[config.mk]
export PLATFORM = sky130hd
export DESIGN_NAME = w_stream_tx
export DESIGN_NICKNAME = d
export VERILOG_FILES = /design/src/rtl/w_stream_tx.sv
export SDC_FILE = /design/constraint.sdc
export NUM_CORES = 1
export LEC_CHECK = 0
export BUFFER_PORTS_ARGS = -buffer_cell sky130_fd_sc_hd__buf_2
export CORE_ASPECT_RATIO = 0.6
export CORE_UTILIZATION = 41
export CTS_CLUSTER_DIAMETER = 200
export DETAILED_ROUTE_END_ITERATION = 7
export SETUP_SLACK_MARGIN = 0.05
export SLEW_MARGIN = 20
export SYNTH_ARGS = -nofsm -noshare
export SYNTH_HDL_FRONTEND = slang
export SYNTH_SLANG_ARGS = --single-unit
[constraint.sdc]
create_clock -name clk -period 1.7 [get_ports clk]
set_input_delay 0.425 -clock clk [delete_from_list [all_inputs] [get_ports clk]]
set_output_delay 0.425 -clock clk [all_outputs]
set_load 0.01 [all_outputs]
[src/rtl/w_stream_tx.sv]
// w_stream_tx
//   Serial transmitter for the single-bit w line read by the link-partner
//   pattern detector. It accepts WIDTH-bit frames on a valid/ready handshake
//   and shifts each one out MSB-first, then drives GAP idle zeros. A
//   cycle-exact model of the detector runs in parallel. It produces z_pred
//   and a per-frame hit flag.
//
// Ports
//   clk         rising-edge clock
//   reset_n     synchronous, active-low reset
//   in_valid    a frame is offered
//   in_ready    a frame is accepted on an edge where in_valid && in_ready
//   in_data     frame bits; bit WIDTH-1 is sent first
//   w           registered serial line to the detector
//   busy        transmitter is not idle
//   z_pred      detector z model (tracker in E or F)
//   frame_done  1-cycle pulse in the first idle cycle after a completed frame
//   frame_hit   z_pred was seen high during the frame; held until the next accept
module w_stream_tx #(
  parameter int unsigned WIDTH = 8,
  parameter int unsigned GAP   = 2
) (
  input  logic             clk,
  input  logic             reset_n,
  input  logic             in_valid,
  output logic             in_ready,
  input  logic [WIDTH-1:0] in_data,
  output logic             w,
  output logic             busy,
  output logic             z_pred,
  output logic             frame_done,
  output logic             frame_hit
);

  // One counter serves both the bit phase and the gap phase.
  localparam int unsigned CNT_W = $clog2(WIDTH + GAP + 1);
  localparam logic [CNT_W-1:0] LAST_BIT = CNT_W'(WIDTH - 1);
  localparam logic [CNT_W-1:0] GAP_LOAD = CNT_W'((GAP > 0) ? (GAP - 1) : 0);

  typedef enum logic [1:0] {
    ST_IDLE,
    ST_SHIFT,
    ST_GAP
  } tx_state_t;

  typedef enum logic [2:0] {
    TRK_A,
    TRK_B,
    TRK_C,
    TRK_D,
    TRK_E,
    TRK_F
  } trk_t;

  tx_state_t        state, state_next;
  logic [CNT_W-1:0] cnt, cnt_next;
  logic [WIDTH-1:0] shreg, shreg_next;
  logic             w_next;
  logic             done_next;
  logic             clear_hit;
  trk_t             trk, trk_next;
  logic             z_next;

  assign in_ready = (state == ST_IDLE) && reset_n;
  assign busy     = (state != ST_IDLE);
  assign z_pred   = (trk == TRK_E) || (trk == TRK_F);

  always_comb begin
    state_next = state;
    cnt_next   = cnt;
    shreg_next = shreg;
    w_next     = 1'b0;
    done_next  = 1'b0;
    clear_hit  = 1'b0;
    case (state)
      ST_IDLE: begin
        if (in_valid && in_ready) begin
          state_next = ST_SHIFT;
          w_next     = in_data[WIDTH-1];
          shreg_next = in_data << 1;
          cnt_next   = LAST_BIT;
          clear_hit  = 1'b1;
        end
      end
      ST_SHIFT: begin
        if (cnt == '0) begin
          if (GAP == 0) begin
            state_next = ST_IDLE;
            done_next  = 1'b1;
          end else begin
            state_next = ST_GAP;
            cnt_next   = GAP_LOAD;
          end
        end else begin
          w_next     = shreg[WIDTH-1];
          shreg_next = shreg << 1;
          cnt_next   = cnt - 1'b1;
        end
      end
      ST_GAP: begin
        if (cnt == '0) begin
          state_next = ST_IDLE;
          done_next  = 1'b1;
        end else begin
          cnt_next = cnt - 1'b1;
        end
      end
      default: state_next = ST_IDLE;
    endcase
  end

  // Detector model. It consumes the registered w, so it lags w by one cycle,
  // exactly like the real detector.
  always_comb begin
    trk_next = TRK_A;
    case (trk)
      TRK_A:   trk_next = w ? TRK_B : TRK_A;
      TRK_B:   trk_next = w ? TRK_C : TRK_D;
      TRK_C:   trk_next = w ? TRK_E : TRK_D;
      TRK_D:   trk_next = w ? TRK_F : TRK_A;
      TRK_E:   trk_next = w ? TRK_E : TRK_D;
      TRK_F:   trk_next = w ? TRK_C : TRK_D;
      default: trk_next = TRK_A;
    endcase
    z_next = (trk_next == TRK_E) || (trk_next == TRK_F);
  end

  // The sticky hit register samples the z value that becomes visible in the
  // following cycle. This lets the frame_done cycle's own z_pred be included.
  always_ff @(posedge clk) begin
    if (!reset_n) begin
      state      <= ST_IDLE;
      cnt        <= '0;
      shreg      <= '0;
      w          <= 1'b0;
      frame_done <= 1'b0;
      frame_hit  <= 1'b0;
      trk        <= TRK_A;
    end else begin
      state      <= state_next;
      cnt        <= cnt_next;
      shreg      <= shreg_next;
      w          <= w_next;
      frame_done <= done_next;
      trk        <= trk_next;
      if (clear_hit) begin
        frame_hit <= 1'b0;
      end else if (state != ST_IDLE) begin
        frame_hit <= frame_hit | z_next;
      end
    end
  end

endmodule

==> out/results.txt <==
Status - completed
CTS max path bufs - 2
CP required - 1.27 ns
Final setup fails - 0
FF-to-FF path depth - 7
Simple-gate share of the synthesized area - 19.3%
DRT Pass-1 Iters - 4
M3 GR Usage - 5.77%
Slew @ Worst Pin - 0.297 ns
Syn_area_per_cell - 9.12 um^2
EDFF count, synth - 0
Vias in the first global route - 822
Syn Nets - 136
Worst Setup SP - state[0]$_SDFFE_PN0P_
Gp weighted congestion - 0.767
Placed cell area - 1230 um^2
Post-synth ARST share - 0%
Total number of cells along the worst setup path - 6
CTS Buf Count - 3
Clk Latency, worst-skew pair - 0.26 ns
Post-DR wirelength/cell - 13.0 um
Largest net degree at the start of global routing - 14
RSZ-0062 raised after global routing - no
Mapped Cells - 119
Final Cycle Share - 93.6%
Vias - 922
Slowest cell on the critical path - dfxtp_4
Root Buffer - clkbuf_8
WP data arrival - 1.17 ns
Hold WC Path Type - primary input to register
Initial antenna violation count - 0
Final std cell area, no fill - 1390 um^2
Min Tclk post-route - 1.59 ns
DP Worst Slack - 0.0389 ns
Peak supply drop - 0.000635 V
Largest family of logic cells by synthesized area - compound AO/OA/AOI/OAI gates
M1 GR Usage - 24.4%
Layout cells sized above 1 - 39.3%
Crit path max fanout - 4
Iteration-0 DRC Markers - 27
Multi-input logic area - 679 um^2
Starting Density - 43.3%
Area growth syn-to-layout - 27.8%
Adder-cell share of the synthesized area - 6.92%
Synth Area in Compound Gates - 25.0%
First-pass GRT wire length - 3680 um
# nets final - 163
CP endpoint - in_ready
CP endpoint kind - output pin
Synth Area in XOR/XNOR - 1.61%
Total global-route track usage - 17.2%
CP Class - register to output pin
Max Slew Vio Count - 0
# H-tree levels - 1
Crit start category - register
Reg2reg end - cnt[0]$_SDFFE_PN0P_
Final WS setup - 0.109 ns
Fin. Hold Viols - 0
Mapped cell area - 1080 um^2
Synth cell types - 38
Drt total wl - 2310 um
Post-Layout Cell Count - 177
Family with the most delay on the worst path - flip-flops
Mux cell area share after synthesis - 6.46%
WHS Path Cells - 3
Static leakage - 0.569 nW
Worst reg-to-reg setup slack - 0.13 ns
Synth Warn # - 0
Slowest stage delay, CP - 0.36 ns
Hold buffers post-CTS - 0
Sum Neg Setup Slack - 0 ns
GRT overflow - 0
WP buf/inv - 4
Io pins - 17
Placed cell count - 167
Die ar. - 2860 um^2
Post-DP HPWL - 1610 um
Antenna diodes - 0
Die width - 68.4 um
Post-route DRC - 0
Clock sinks - 19
Antenna-violating nets left - 0
GRT busiest layer - met2
CTS tree - yes
Worst Skew - 0.0102 ns
Rel. slew slack - 80.2%
Main synth FF type - dfxtp_1
Height of the die - 41.8 um
Port bufs - 16
Max_cap viols - 0
Number of synthesized register bits - 19
Pwr dens - 1930 nW/um^2
CORE AREA - 2500 um^2
CP cell instances - inv_4 > ha_4 > buf_6 > inv_2 > nor2_1 > buf_2
Clock transition at path regs - 0.08 ns
Sequential-to-total area share from yosys stat - 35.1%
Register Area - 387 um^2
Reg2reg start - state[0]$_SDFFE_PN0P_
Row cnt - 14
Filler cell count - 246
Routed vias/inst - 5.21
Fmax - 628 MHz
Met2 GRT Util - 25.1%
through the flow:
step | util [%] | hold WS (ns) | power [mW]
floorplan | - | 0.464 | 1.73
global placement | 49.0 | 0.499 | 1.98
detailed placement | 49.0 | 0.503 | 2.03
CTS | 51.4 | 0.442 | 2.39
global route | 55.3 | 0.447 | 2.87
finish | 55.3 | 0.447 | 2.67
cell usage after synthesis, types with 2 or more instances:
cell type	instances	area [um^2]
a211oi_2	7	87.6
a21oi_1	8	40.0
a2bb2oi_1	2	17.5
clkbuf_1	2	7.51
dfxtp_1	19	380
ha_1	6	75.1
inv_1	7	26.3
inv_2	2	7.51
mux2i_1	7	70.1
nand2_1	6	22.5
nand2b_1	2	12.5
nand3_1	3	15.0
nor2_1	13	48.8
nor2_2	4	25.0
nor2b_1	2	12.5
nor3_1	2	10.0
nor3b_1	2	15.0
o21ai_1	4	20.0
o22ai_1	2	12.5
cells in the final DEF, fill, tap and decap left out, types with 4 or more instances in the layout:
cell,count
a211oi_2,7
dfxtp_1,16
nor2_1,13
buf_2,16
nor2_2,4
o21ai_1,4
inv_2,4
a21oi_1,8
mux2i_1,7
buf_4,8
nand2_1,6
layer usage:
metal	wire length, um	vias to the layer above
met1	1230	423
met2	926	26
met5	0	-
met4	13	0
li1	-	471
met3	135	2
worst min path at each step:
stage                                from      endpoint  slack, ns
floorplan           shreg[7]$_SDFFE_PN0P_  w$_SDFF_PN0_       0.46
global placement    shreg[7]$_SDFFE_PN0P_  w$_SDFF_PN0_       0.50
detailed placement  shreg[7]$_SDFFE_PN0P_  w$_SDFF_PN0_       0.50
CTS                            in_data[7]  w$_SDFF_PN0_       0.44
global route                   in_data[7]  w$_SDFF_PN0_       0.45
finish                         in_data[7]  w$_SDFF_PN0_       0.45
tightest hold or removal path, delay by kind of cell:
| family | cells | cell delay, ns |
|---|---|---|
| AO/OA/AOI/OAI | 1 | 0.06 |
| buffers and inverters | 1 | 0.10 |
| AND/OR/NAND/NOR | 1 | 0.08 |
sequential cells by signal (all words and copies together), names as in the netlist:
register	cells
trk	3
shreg	7
frame_hit	1
frame_done	1
cnt	4
w	1
state	2
kinds of logic after synthesis:
| family | count (synthesis) |
|---|---|
| and+or+nand+nor | 40 |
| adders and majority gates | 6 |
| xor gates and xnor gates | 2 |
| DFF | 19 |
| AOI/OAI and AO/OA | 31 |
| muxes | 7 |
| buffers and inverters | 14 |
what timing repair did:
action | CTS | global route
resized for setup | 5 | 13
buffers inserted | 0 | 5
pin swaps | 1 | 5
gates cloned | 0 | 1
hold endpoints to repair | 0 | 0
setup endpoints to repair | 8 | 15
power by group:
| group | switching (mW) | total [mW] | internal [mW] |
|---|---|---|---|
| registers | 0.149 | 0.750 | 0.601 |
| clock network | 0.147 | 0.313 | 0.167 |
| logic | 0.775 | 1.61 | 0.836 |
| total | 1.07 | 2.67 | 1.60 |
cell type report:
class,instances,area share [%]
inverters,9,2.80
clock buffers,4,3.25
repair buffers,27,14.2
flip-flops and latches,19,27.9
well taps,32,2.89
multi-input cells,86,49.0
No activity file was read; power rests on OpenSTA's default activity.
